[src/rtl/sdram_arbiter.sv]
// Round-robin arbiter sharing one SDRAM controller between the ADC writer (port 0)
// and host readout (port 1), with a per-transaction watchdog.
module sdram_arbiter #(
    parameter int unsigned TIMEOUT = 255
) (
    input  logic        Clk,
    input  logic        Reset,
    input  logic        P0_Req,
    input  logic        P0_WnR,
    input  logic [21:0] P0_Address,
    input  logic [15:0] P0_WrData,
    input  logic        P1_Req,
    input  logic        P1_WnR,
    input  logic [21:0] P1_Address,
    input  logic [15:0] P1_WrData,
    output logic        P0_Gnt,
    output logic        P1_Gnt,
    output logic        P0_Done,
    output logic        P1_Done,
    output logic        P0_Err,
    output logic        P1_Err,
    output logic [15:0] RdData,
    output logic        Arb_Busy,
    output logic        Mem_Req,
    output logic        Mem_WnR,
    output logic [21:0] Mem_Address,
    output logic [15:0] Mem_WrData,
    output logic        Mem_DataOe,
    input  logic [15:0] Mem_RdData,
    input  logic        Mem_Ack,
    input  logic        Mem_Busy
);

    typedef enum logic [1:0] {
        IDLE  = 2'd0,
        ISSUE = 2'd1,
        WAIT  = 2'd2,
        DONE  = 2'd3
    } state_t;

    localparam logic [7:0] TIMEOUT_CNT = 8'(TIMEOUT);

    state_t     state;
    logic       gnt_port;
    logic       last;
    logic       sel_port;
    logic [7:0] watchdog;
    logic       wd_expired;

    // On a tie the port that was not served last wins.
    always_comb begin
        sel_port = 1'b0;
        if (P0_Req && P1_Req) begin
            sel_port = ~last;
        end else if (P1_Req) begin
            sel_port = 1'b1;
        end
    end

    assign wd_expired = (watchdog == TIMEOUT_CNT);
    assign Mem_Req    = (state == ISSUE);
    assign Arb_Busy   = (state != IDLE);
    assign Mem_DataOe = Mem_WnR && ((state == ISSUE) || (state == WAIT));

    always_ff @(posedge Clk or posedge Reset) begin
        if (Reset) begin
            state       <= IDLE;
            gnt_port    <= 1'b0;
            last        <= 1'b1;
            watchdog    <= '0;
            P0_Gnt      <= 1'b0;
            P1_Gnt      <= 1'b0;
            P0_Done     <= 1'b0;
            P1_Done     <= 1'b0;
            P0_Err      <= 1'b0;
            P1_Err      <= 1'b0;
            RdData      <= '0;
            Mem_WnR     <= 1'b0;
            Mem_Address <= '0;
            Mem_WrData  <= '0;
        end else begin
            P0_Done <= 1'b0;
            P1_Done <= 1'b0;
            P0_Err  <= 1'b0;
            P1_Err  <= 1'b0;
            case (state)
                IDLE: begin
                    if (P0_Req || P1_Req) begin
                        gnt_port    <= sel_port;
                        Mem_WnR     <= sel_port ? P1_WnR     : P0_WnR;
                        Mem_Address <= sel_port ? P1_Address : P0_Address;
                        Mem_WrData  <= sel_port ? P1_WrData  : P0_WrData;
                        P0_Gnt      <= ~sel_port;
                        P1_Gnt      <= sel_port;
                        watchdog    <= '0;
                        state       <= ISSUE;
                    end
                end
                ISSUE: begin
                    watchdog <= watchdog + 8'd1;
                    if (wd_expired) begin
                        P0_Done <= ~gnt_port;
                        P1_Done <= gnt_port;
                        P0_Err  <= ~gnt_port;
                        P1_Err  <= gnt_port;
                        state   <= DONE;
                    end else if (Mem_Ack) begin
                        state <= WAIT;
                    end
                end
                WAIT: begin
                    watchdog <= watchdog + 8'd1;
                    if (wd_expired) begin
                        P0_Done <= ~gnt_port;
                        P1_Done <= gnt_port;
                        P0_Err  <= ~gnt_port;
                        P1_Err  <= gnt_port;
                        state   <= DONE;
                    end else if (!Mem_Busy) begin
                        if (!Mem_WnR) begin
                            RdData <= Mem_RdData;
                        end
                        P0_Done <= ~gnt_port;
                        P1_Done <= gnt_port;
                        state   <= DONE;
                    end
                end
                DONE: begin
                    last   <= gnt_port;
                    P0_Gnt <= 1'b0;
                    P1_Gnt <= 1'b0;
                    state  <= IDLE;
                end
            endcase
        end
    end

endmodule
[config.mk]
export PLATFORM = sky130hd
export DESIGN_NAME = sdram_arbiter
export DESIGN_NICKNAME = d
export VERILOG_FILES = /design/src/rtl/sdram_arbiter.sv
export SDC_FILE = /design/constraint.sdc
export NUM_CORES = 1
export LEC_CHECK = 0
export BUFFER_PORTS_ARGS = -buffer_cell sky130_fd_sc_hd__buf_2
export CELL_PAD_IN_SITES_DETAIL_PLACEMENT = 1
export CELL_PAD_IN_SITES_GLOBAL_PLACEMENT = 2
export CORE_MARGIN = 3
export CORE_UTILIZATION = 29
export CTS_CLUSTER_DIAMETER = 100
export CTS_CLUSTER_SIZE = 10
export DETAILED_ROUTE_END_ITERATION = 8
export GPL_ROUTABILITY_DRIVEN = 0
export HOLD_SLACK_MARGIN = 0.03
export PLACE_DENSITY = 0.81
export SLEW_MARGIN = 25
export SYNTH_ARGS = -nofsm -noshare
export SYNTH_HDL_FRONTEND = slang
export SYNTH_SLANG_ARGS = --single-unit
[constraint.sdc]
create_clock -name Clk -period 4.2 [get_ports Clk]
set_input_delay 0.42 -clock Clk [delete_from_list [all_inputs] [get_ports Clk]]
set_output_delay 0.42 -clock Clk [all_outputs]
set_load 0.03 [all_outputs]
==> metrics.txt <==
# TYPE chip_impl_metric gauge
chip_impl_info{name="run_status",value="finished clean"} 1
chip_impl_metric{name="post_synth_mux_area_share",unit="%"} 19.29
chip_impl_metric{name="via_count",unit=""} 2712
chip_impl_info{name="crit_start",value="watchdog[0]"} 1
chip_impl_metric{name="drc_errors",unit=""} 0
chip_impl_metric{name="global_route.usage.total",unit="%"} 14.08
chip_impl_metric{name="avgRoutedWirePerCell",unit="um"} 15.11
chip_impl_metric{name="power.static_leakage",unit="nW"} 2.425
chip_impl_info{name="path_class",value="flop to flop"} 1
chip_impl_metric{name="number_of_antenna_violations_at_the_first_check_in_global_routing",unit=""} 0
chip_impl_metric{name="hpwlAfterDp",unit="um"} 6897
chip_impl_metric{name="finalSetupTns",unit="ps"} 0
chip_impl_metric{name="final.hold.worst_slack",unit="ps"} 128.9
chip_impl_metric{name="worst_clock_skew",unit="ps"} 2.611
chip_impl_metric{name="multiInputGateArea",unit="um2"} 1454
chip_impl_metric{name="final_nets",unit=""} 562
chip_impl_metric{name="route.final.wire_length",unit="um"} 9080
chip_impl_metric{name="synth_cell_types",unit=""} 39
chip_impl_metric{name="vdd_drop_max",unit="V"} 0.0003817
chip_impl_metric{name="slew_headroom",unit="%"} 42.46
chip_impl_metric{name="post_synth_edffs",unit=""} 0
chip_impl_metric{name="final_area",unit="um2"} 4636
chip_impl_metric{name="ctsHoldBuffers",unit=""} 0
chip_impl_metric{name="seq_area_frac_synth",unit="%"} 54.19
chip_impl_metric{name="worstMarginPinSlew",unit="ps"} 863.1
chip_impl_info{name="layout_common_cells",value="sky130_fd_sc_hd__buf_2, sky130_fd_sc_hd__dfrtp_1, sky130_fd_sc_hd__o21ai_0, sky130_fd_sc_hd__nand2_1, sky130_fd_sc_hd__mux2i_1"} 1
chip_impl_metric{name="num_rows",unit=""} 38
chip_impl_metric{name="insertedDiodeCount",unit=""} 0
chip_impl_metric{name="grt-ovfl-total",unit=""} 0
chip_impl_metric{name="core_region_area",unit="um2"} 11080
chip_impl_metric{name="io_buffer_count",unit=""} 163
chip_impl_metric{name="postSynthRegisterBits",unit=""} 73
chip_impl_info{name="rr_startpoint",value="watchdog[0]"} 1
chip_impl_metric{name="post_cts_resize_count",unit=""} 0
chip_impl_metric{name="inserted_clock_buffers",unit=""} 9
chip_impl_metric{name="cts_setup_buffers",unit=""} 0
chip_impl_metric{name="regToRegSetupSlack",unit="ps"} 2030
chip_impl_info{name="r2r-end",value="RdData[10]"} 1
chip_impl_info{name="worst_setup_path_start_kind",value="flop"} 1
chip_impl_info{name="cts_tree",value="built"} 1
chip_impl_metric{name="area_growth_syn_to_layout",unit="%"} 37.43
chip_impl_metric{name="report.final.hold_viol_count",unit=""} 0
chip_impl_info{name="cts_root_buf",value="sky130_fd_sc_hd__clkbuf_16"} 1
chip_impl_info{name="hold_path_class",value="primary input to asynchronous set/reset pin"} 1
chip_impl_metric{name="post_dp_cell_area",unit="um2"} 4315
chip_impl_info{name="synth-main-ff-cell",value="sky130_fd_sc_hd__dfrtp_1"} 1
chip_impl_metric{name="complex_gate_fraction_of_the_synthesized_area",unit="%"} 9.050
chip_impl_metric{name="cts.htree.levels",unit=""} 3
chip_impl_metric{name="die_height",unit="um"} 113.9
chip_impl_metric{name="drt_iter0_markers",unit=""} 75
chip_impl_metric{name="postSynthNetCount",unit=""} 402
chip_impl_metric{name="critPathMaxFanout",unit=""} 16
chip_impl_metric{name="die-area",unit="um2"} 12960
chip_impl_metric{name="grt_max_degree",unit=""} 49
chip_impl_metric{name="fillers",unit=""} 1295
chip_impl_metric{name="worst_skew_pair.late_latency",unit="ps"} 320
chip_impl_metric{name="final-max-slew-violation-count",unit=""} 0
chip_impl_metric{name="worst_r2r_path_depth",unit=""} 5
chip_impl_metric{name="tritoncts_num_sinks",unit=""} 73
chip_impl_metric{name="grt_pass1_vias",unit=""} 2866
chip_impl_info{name="layout_commonest_cell",value="sky130_fd_sc_hd__buf_2"} 1
chip_impl_metric{name="vias_per_cell",unit=""} 4.512
chip_impl_metric{name="grt_first_pass_wirelength",unit="um"} 14540
chip_impl_metric{name="final_antenna_net_count",unit=""} 0
chip_impl_metric{name="timing.fmax",unit="MHz"} 461.1
chip_impl_metric{name="synth_adder_area_share",unit="%"} 2.226
chip_impl_metric{name="syn_area",unit="um2"} 3373
chip_impl_metric{name="timing.critical_path.required",unit="ps"} 4410
chip_impl_info{name="rsz_0062_raised_after_global_routing",value="no"} 1
chip_impl_metric{name="power_density",unit="nW/um2"} 819.3
chip_impl_metric{name="yosys.area_share.xor_xnor",unit="%"} 1.298
chip_impl_metric{name="cp.arrival",unit="ps"} 2380
chip_impl_metric{name="final.min_clock_period",unit="ps"} 2169
chip_impl_metric{name="starting_utilization_of_the_core_area",unit="%"} 30.45
chip_impl_metric{name="ys_async_sr_fraction",unit="%"} 100.0
chip_impl_info{name="critPathCaptureType",value="flop"} 1
chip_impl_metric{name="share_of_the_clock_period_used_by_the_worst_path_after_layout",unit="%"} 51.63
chip_impl_info{name="timing.critical_path.to",value="RdData[10]"} 1
chip_impl_info{name="synth_top_family_by_area",value="multiplexers"} 1
chip_impl_metric{name="syn_area_per_cell",unit="um2"} 11.40
chip_impl_metric{name="netlist_instances",unit=""} 296
chip_impl_metric{name="chipWidth",unit="um"} 113.9
chip_impl_metric{name="drive_gt1_share",unit="%"} 45.55
chip_impl_metric{name="cts.reportedPaths.clkPinSlew",unit="ps"} 60
chip_impl_metric{name="synth_simple_gate_area_share",unit="%"} 10.57
chip_impl_metric{name="timing.max_cap.violations",unit=""} 0
chip_impl_metric{name="ys.warnings.count",unit=""} 0
chip_impl_metric{name="io_pins",unit=""} 164
chip_impl_metric{name="final-seq-area",unit="um2"} 1828
chip_impl_metric{name="clock_tree.buffer_depth",unit=""} 2
chip_impl_metric{name="setup_viol",unit=""} 0
chip_impl_metric{name="pre_repair_dr_iteration_count",unit=""} 4
-- kinds of logic (layout without fill, tap and decap cells) --
family | count (synthesis) | in the layout
xor gates and xnor gates | 5 | 5
AOI/OAI and AO/OA | 55 | 55
adders and majority gates | 6 | 6
buffers and inverters | 22 | 187
and+or+nand+nor | 76 | 76
DFF | 73 | 73
muxes | 59 | 59
-- per-layer routing --
layer	up-vias	global-route usage, %	wire length [um]
met1	1264	16.43	3632
met5	-	0	0
met4	0	4.038	98
met3	9	4.828	684
li1	1348	-	-
met2	91	24.58	4664
-- worst min path at each step --
stage	to	start	depth (start not counted)
floorplan	P0_Err	gnt_port	1
global placement	Mem_WrData[8]	Mem_WrData[8]	2
detailed placement	Mem_WrData[10]	Mem_WrData[10]	2
CTS	Mem_WrData[14]	Reset	2
global route	Mem_WrData[14]	Reset	2
finish	Mem_Address[0]	Reset	2
-- sequential cells by signal, indices dropped and copies added (netlist names), 2 cells and up --
register / count
Mem_Address: 22
Mem_WrData: 16
state: 2
watchdog: 8
RdData: 16
-- power by group --
group,internal [W],switching (W)
Clock,0.000518,0.000297
Combinational,0.000602,0.00116
Sequential,0.00103,0.000195
-- synthesized netlist by cell type, types with 2 or more instances --
cell,n,share of area [%]
sky130_fd_sc_hd__nand2_1,45,5.0
sky130_fd_sc_hd__inv_1,5,0.56
sky130_fd_sc_hd__nor4_1,3,0.56
sky130_fd_sc_hd__nor3b_1,2,0.44
sky130_fd_sc_hd__dfrtp_1,72,53
sky130_fd_sc_hd__mux2_4,10,4.5
sky130_fd_sc_hd__a22o_1,2,0.52
sky130_fd_sc_hd__nand2b_1,2,0.37
sky130_fd_sc_hd__o21ai_0,46,6.8
sky130_fd_sc_hd__mux2_2,8,2.7
sky130_fd_sc_hd__mux2i_1,41,12
sky130_fd_sc_hd__buf_2,6,0.89
sky130_fd_sc_hd__nand3_1,3,0.44
sky130_fd_sc_hd__nor2_1,9,1.0
sky130_fd_sc_hd__xnor2_1,5,1.3
sky130_fd_sc_hd__clkbuf_1,9,1.0
sky130_fd_sc_hd__ha_1,6,2.2
-- critical path, stage by stage, from the launching register on --
cell	delay, ps
sky130_fd_sc_hd__dfrtp_1	380
sky130_fd_sc_hd__ha_1	250
sky130_fd_sc_hd__nand3_2	110
sky130_fd_sc_hd__nor2_2	180
sky130_fd_sc_hd__or3_1	710
sky130_fd_sc_hd__mux2_2	420
-- metrics by stage --
stage	total power [W]	worst slack (ps)	util [%]	std cells
global route	0.004063	1743	41.85	601
floorplan	0.002476	1928	-	296
CTS	0.003876	1986	41.85	601
finish	0.003798	2031	41.85	601
global placement	0.002972	2066	38.95	585
detailed placement	0.003035	1993	38.95	585
-- area by class of cell --
cell class                 count  share of cell area, %
multi-input combinational    201                  31.36
sequential                    73                  39.43
clock inverter                 7                  2.051
tap                          140                  3.779
inverter                       5                 0.4318
timing repair buffer         166                  18.08
clock buffer                   9                  4.858
No activity file was read; power rests on OpenSTA's default activity.
